**config.mk**
```make
export PLATFORM = sky130hd
export DESIGN_NAME = sprite_drawer
export DESIGN_NICKNAME = d
export VERILOG_FILES = /design/src/rtl/sprite_drawer.sv
export SDC_FILE = /design/constraint.sdc
export NUM_CORES = 1
export LEC_CHECK = 0
export CORE_UTILIZATION = 46
export CTS_CLUSTER_SIZE = 20
export DETAILED_ROUTE_END_ITERATION = 7
export PLACE_DENSITY = 0.8
export SYNTH_ARGS = -nofsm -noshare
export SYNTH_HDL_FRONTEND = slang
export SYNTH_SLANG_ARGS = --single-unit
```
**constraint.sdc**
```tcl
create_clock -name sram_clk -period 2.8 [get_ports sram_clk]
set_input_delay 0.56 -clock sram_clk [delete_from_list [all_inputs] [get_ports sram_clk]]
set_output_delay 0.56 -clock sram_clk [all_outputs]
set_load 0.02 [all_outputs]
```
**src/rtl/sprite_drawer.sv**
```systemverilog
// sprite_drawer: sprite draw engine feeding the SRAM frame-buffer controller.
//
// A rising edge on frame_clk starts a pass over MAX_SPRITES descriptor
// slots. For each live sprite, its pixels are fetched row-major from the
// sprite ROM. Transparent and off-screen pixels are skipped, and every
// visible pixel is presented on program_x/program_y/program_data. Each
// pixel takes exactly two cycles, so the controller's program-write slot
// (one every two cycles) always captures it.
//
// Ports:
//   sram_clk      clock shared with the SRAM controller
//   reset         synchronous, active-high
//   frame_clk     frame toggle; its rising edge starts a draw pass
//   desc_index    descriptor slot being requested
//   desc_valid    slot holds a live sprite (1 cycle after desc_index)
//   desc_x/y      sprite top-left corner
//   desc_w/h      sprite size in pixels; 0 means skip
//   desc_base     ROM address of the sprite's first pixel
//   rom_addr      sprite ROM address (registered)
//   rom_data      ROM pixel, valid 1 cycle after rom_addr
//   program_x/y   pixel coordinate to the SRAM controller
//   program_data  pixel colour to the SRAM controller
//   busy          draw pass in progress
//   overrun       sticky: a frame edge arrived while busy
module sprite_drawer #(
  parameter int          MAX_SPRITES = 32,
  parameter int          ROM_AW      = 16,
  parameter logic [15:0] TRANSPARENT = 16'hF81F,
  parameter int          SCREEN_W    = 640,
  parameter int          SCREEN_H    = 480
) (
  input  logic                           sram_clk,
  input  logic                           reset,
  input  logic                           frame_clk,
  output logic [$clog2(MAX_SPRITES)-1:0] desc_index,
  input  logic                           desc_valid,
  input  logic [9:0]                     desc_x,
  input  logic [9:0]                     desc_y,
  input  logic [5:0]                     desc_w,
  input  logic [5:0]                     desc_h,
  input  logic [ROM_AW-1:0]              desc_base,
  output logic [ROM_AW-1:0]              rom_addr,
  input  logic [15:0]                    rom_data,
  output logic [9:0]                     program_x,
  output logic [9:0]                     program_y,
  output logic [15:0]                    program_data,
  output logic                           busy,
  output logic                           overrun
);

  localparam int IW = $clog2(MAX_SPRITES);
  localparam logic [IW-1:0] LAST_IDX = IW'(MAX_SPRITES - 1);
  localparam logic [10:0]   SW       = 11'(SCREEN_W);
  localparam logic [10:0]   SH       = 11'(SCREEN_H);

  typedef enum logic [2:0] {
    IDLE,
    DESC_REQ,
    DESC_LATCH,
    PIX_ADDR,
    PIX_DATA
  } state_t;

  state_t      state;
  logic        frame_q;
  logic        frame_q2;
  logic        start;
  logic [9:0]  x_r;
  logic [9:0]  y_r;
  logic [5:0]  w_r;
  logic [5:0]  h_r;
  logic [5:0]  col;
  logic [5:0]  row;

  // 11-bit sums so sprites hanging off the right/bottom edge never wrap
  // back onto the screen.
  logic [10:0] px;
  logic [10:0] py;
  logic        visible;
  logic        last_col;
  logic        last_row;
  logic        last_slot;

  always_comb begin
    px        = {1'b0, x_r} + {5'd0, col};
    py        = {1'b0, y_r} + {5'd0, row};
    visible   = (rom_data != TRANSPARENT) && (px < SW) && (py < SH);
    last_col  = (col == w_r - 6'd1);
    last_row  = (row == h_r - 6'd1);
    last_slot = (desc_index == LAST_IDX);
  end

  always_ff @(posedge sram_clk) begin
    if (reset) begin
      state        <= IDLE;
      frame_q      <= 1'b0;
      frame_q2     <= 1'b0;
      start        <= 1'b0;
      desc_index   <= '0;
      rom_addr     <= '0;
      program_x    <= '0;
      program_y    <= '0;
      program_data <= '0;
      busy         <= 1'b0;
      overrun      <= 1'b0;
      x_r          <= '0;
      y_r          <= '0;
      w_r          <= '0;
      h_r          <= '0;
      col          <= '0;
      row          <= '0;
    end else begin
      frame_q  <= frame_clk;
      frame_q2 <= frame_q;
      start    <= frame_q & ~frame_q2;

      // A frame edge during a pass (including its final cycle) wins over
      // whatever the FSM would otherwise do: flag it and restart at slot 0.
      if (start && busy) begin
        overrun    <= 1'b1;
        desc_index <= '0;
        state      <= DESC_REQ;
      end else begin
        case (state)
          IDLE: begin
            if (start) begin
              busy       <= 1'b1;
              desc_index <= '0;
              state      <= DESC_REQ;
            end
          end

          DESC_REQ: state <= DESC_LATCH;

          DESC_LATCH: begin
            x_r <= desc_x;
            y_r <= desc_y;
            w_r <= desc_w;
            h_r <= desc_h;
            if (!desc_valid || desc_w == 6'd0 || desc_h == 6'd0) begin
              if (last_slot) begin
                busy  <= 1'b0;
                state <= IDLE;
              end else begin
                desc_index <= desc_index + 1'b1;
                state      <= DESC_REQ;
              end
            end else begin
              col      <= '0;
              row      <= '0;
              rom_addr <= desc_base;
              state    <= PIX_ADDR;
            end
          end

          PIX_ADDR: state <= PIX_DATA;

          PIX_DATA: begin
            if (visible) begin
              program_x    <= px[9:0];
              program_y    <= py[9:0];
              program_data <= rom_data;
            end
            // Row-major with stride w, so a running pointer replaces y*w+x.
            rom_addr <= rom_addr + 1'b1;
            if (last_col) begin
              col <= '0;
              row <= row + 6'd1;
            end else begin
              col <= col + 6'd1;
            end
            if (last_col && last_row) begin
              if (last_slot) begin
                busy  <= 1'b0;
                state <= IDLE;
              end else begin
                desc_index <= desc_index + 1'b1;
                state      <= DESC_REQ;
              end
            end else begin
              state <= PIX_ADDR;
            end
          end

          default: begin
            busy  <= 1'b0;
            state <= IDLE;
          end
        endcase
      end
    end
  end

endmodule

```
==> summary.txt <==
Status
  – Status: complete, no violations

Critical path
  – Startpoint types: register
  – CP Class: register to register
  – R2R Setup Slk: around 150 ps
  – CP Capture Type: register
  – Required time worst endpoint: between 3000 and 4000 ps
  – Crit path DAT: between 2000 and 3000 ps
  – CP Max Fanout: 27

Die
  – I/O Pins: between 100 and 150
  – Total die area: about 13000 um^2
  – Initial Utilization: a little under half
  – Die H: between 100 and 150 um
  – Core footprint: about 12000 um^2
  – Rows: 40
  – Die span in x: approximately 110 um

Synth
  – EDFF count, synth: 0
  – Register area share after synthesis: around 37%
  – Top cell type's share of synthesized area: a little under two fifths
  – Async S/R FF share, synth: 0%
  – Leading post-synthesis cells by cell area: dfxtp_1, a21oi_1, nand2_1
  – Warnings from Yosys: 0
  – Area of the mapped netlist: around 5900 um^2
  – Mapped Cells: 720
  – Netlist cell types: 65
  – Top FF cell, synth: dfxtp_1
  – Yosys top cell by area: dfxtp_1
  – Yosys reg bits: approximately 110
  – Syn_nets: around 810
  – Average size of a mapped cell: 8.13 um^2

Final layout
  – Register area: about 2200 um^2
  – N_diodes: 0
  – Layout filler cell count: 1044
  – Area Growth Syn to Fin: 33.7%
  – Multi-input logic area: 3500 um^2
  – Most frequent cells in the layout: clkdlybuf4s50_1, dfxtp_1, nand2_1
  – Most common cell after layout, fill and taps aside: clkdlybuf4s50_1
  – Nets: just over 900
  – Layout cell share with drive strength beyond 1: 8.95%

Power
  – Worst VDD drop: slightly above 300 uV
  – Power Dens Cells: about 460 nW/um^2
  – Leakage: roughly 0.0027 uW

GRT
  – Remaining Overflow, GRT: 0
  – Busiest metal layer after global routing: met2
  – Initial antenna violation count: 0
  – Met2 Resource Use GR: roughly 43%
  – GRT met3 Usage: a little under 4%
  – Pin count of the biggest net entering global routing: 56
  – Vias in the first global route: 5519
  – Global-route wire length before repair: between 20000 and 30000 um
  – M1 GR Usage: between 30% and 40%
  – Tot GR Track Use: between 20% and 30%

Timing
  – Slew Limit Fails: 0
  – Slew headroom: a little under half
  – Max Freq: 0.377 GHz
  – Layout Skew: ~14 ps
  – WHS: between 300 and 400 ps
  – Slew @ Worst Pin: about 790 ps
  – Tmin final: 2650 ps
  – Final hold violations: 0
  – # setup viols final: 0
  – Period utilisation layout: about 95%
  – Setup TNS: 0 ps

Clock network
  – Total CTS buffers: 9
  – Clock Latency Late Sink: approximately 360 ps
  – H-tree Lvls: 3
  – Clk sinks: roughly 110
  – Clock root buffer: clkbuf_16
  – Clk slew on worst S/H paths: ~70 ps
  – Max clock buf depth: 2
  – CTS Hold Bufs: 0
  – TritonCTS clock tree: done

Detailed routing
  – DRT antenna net count: 0
  – Drt via density: roughly 6
  – Average wire per standard cell: 16.4 um
  – Initial DRC count: 650
  – Vias: 6007
  – Final WL: ~17000 um
  – DRC Markers: 0
  – DR pass1 iterations: 5

Place
  – DP HPWL: about 12000 um
  – IO buf count: 126
  – Placer Congestion: 0.921

Worst hold path
  – Hold Crit Class: register to register

Run
  – Number of max-cap violations: 0
worst max-delay path, stage by stage (launching register included):
cell and delay (ps):
dfxtp_1 320, ha_1 220, fa_1 450, a21oi_2 200, o2111a_1 220, a311oi_1 50, buf_4 170, a2111o_1 430
buf_12 200, a31oi_1 200, a311oi_1 70
stage by stage:
stage	std cells	cell area (um^2)	util (%)	setup WS [ps]	total power, uW
6_report	1017	7820	64.0	147	3630
5_1_grt	1017	7820	64.0	-28.1	3760
4_1_cts	1014	7740	63.4	15.0	3640
3_5_place_dp	998	7420	60.7	-115	2320
3_3_place_gp	998	7420	60.7	-30.5	2300
2_1_floorplan	720	5850	-	105	2050
synthesized netlist by cell type (all sizes together), types with 4 or more instances:
cell     instances
dfxtp          109
nand2          104
a21oi           84
nor2            38
o31ai           33
clkbuf          31
nand3           31
nand4           27
xor2            21
ha              19
buf             16
o21ai           16
xnor2           16
a31oi           15
inv             15
nor3            14
nor2b           11
a211oi           9
and3             9
nor4             9
o311ai           8
a2111oi          6
a21o             6
and2             6
nand2b           6
or4              6
a22o             4
or3              4
registers in the layout, indices dropped and copies added, names as in the netlist, 3 cells and up:
register	count
col	6
desc_index	5
h_r	6
program_data	16
program_x	10
program_y	10
rom_addr	16
row	6
state	3
w_r	6
x_r	10
y_r	10
power breakdown:
group | total (uW) | switching [uW] | leakage (uW) | internal, uW
clock network | 1340 | 592 | 0.000156 | 745
logic | 604 | 315 | 0.00167 | 288
registers | 1690 | 77.5 | 0.000882 | 1610
total | 3630 | 985 | 0.00271 | 2650
final timing paths:
path,from,depth (start not counted),to
hold reg to reg,frame_q2,1,start
setup / recovery,y_r[0],10,program_y[7]
setup reg to reg,y_r[0],10,program_y[7]
hold / removal,frame_q2,1,start
final cells by class:
type	count	share of cell area (%)
Timing Repair Buffer	159	19.9
Tap cell	168	2.69
Clock inverter	5	0.736
Sequential cell	109	27.9
Inverter	15	0.720
Multi-Input combinational cell	550	44.8
Clock buffer	11	3.23
cells by family after synthesis:
kind of cell             Yosys count  share of synthesized area (%)
AND/OR/NAND/NOR                  275                           23.2
AO/OA/AOI/OAI                    212                           24.1
flip-flops                       109                           37.3
buffers and inverters             62                           4.43
XOR/XNOR                          37                           5.54
adder cells (fa/ha/maj)           22                           4.92
multiplexers                       3                          0.513
per-layer routing:
layer | up-vias | part of all wire [%]
met5 | - | 0
met2 | 205 | 48
li1 | 2921 | -
met4 | 0 | 2.6
met1 | 2847 | 43
met3 | 34 | 5.9
what timing repair did:
action,in CTS,in global routing
pin swaps,0,4
buffers inserted,0,1
setup endpoints to repair,18,36
gates resized for setup,2,16
gates cloned,0,2
hold endpoints to repair,0,0
Power figures use the tool's default switching activity.
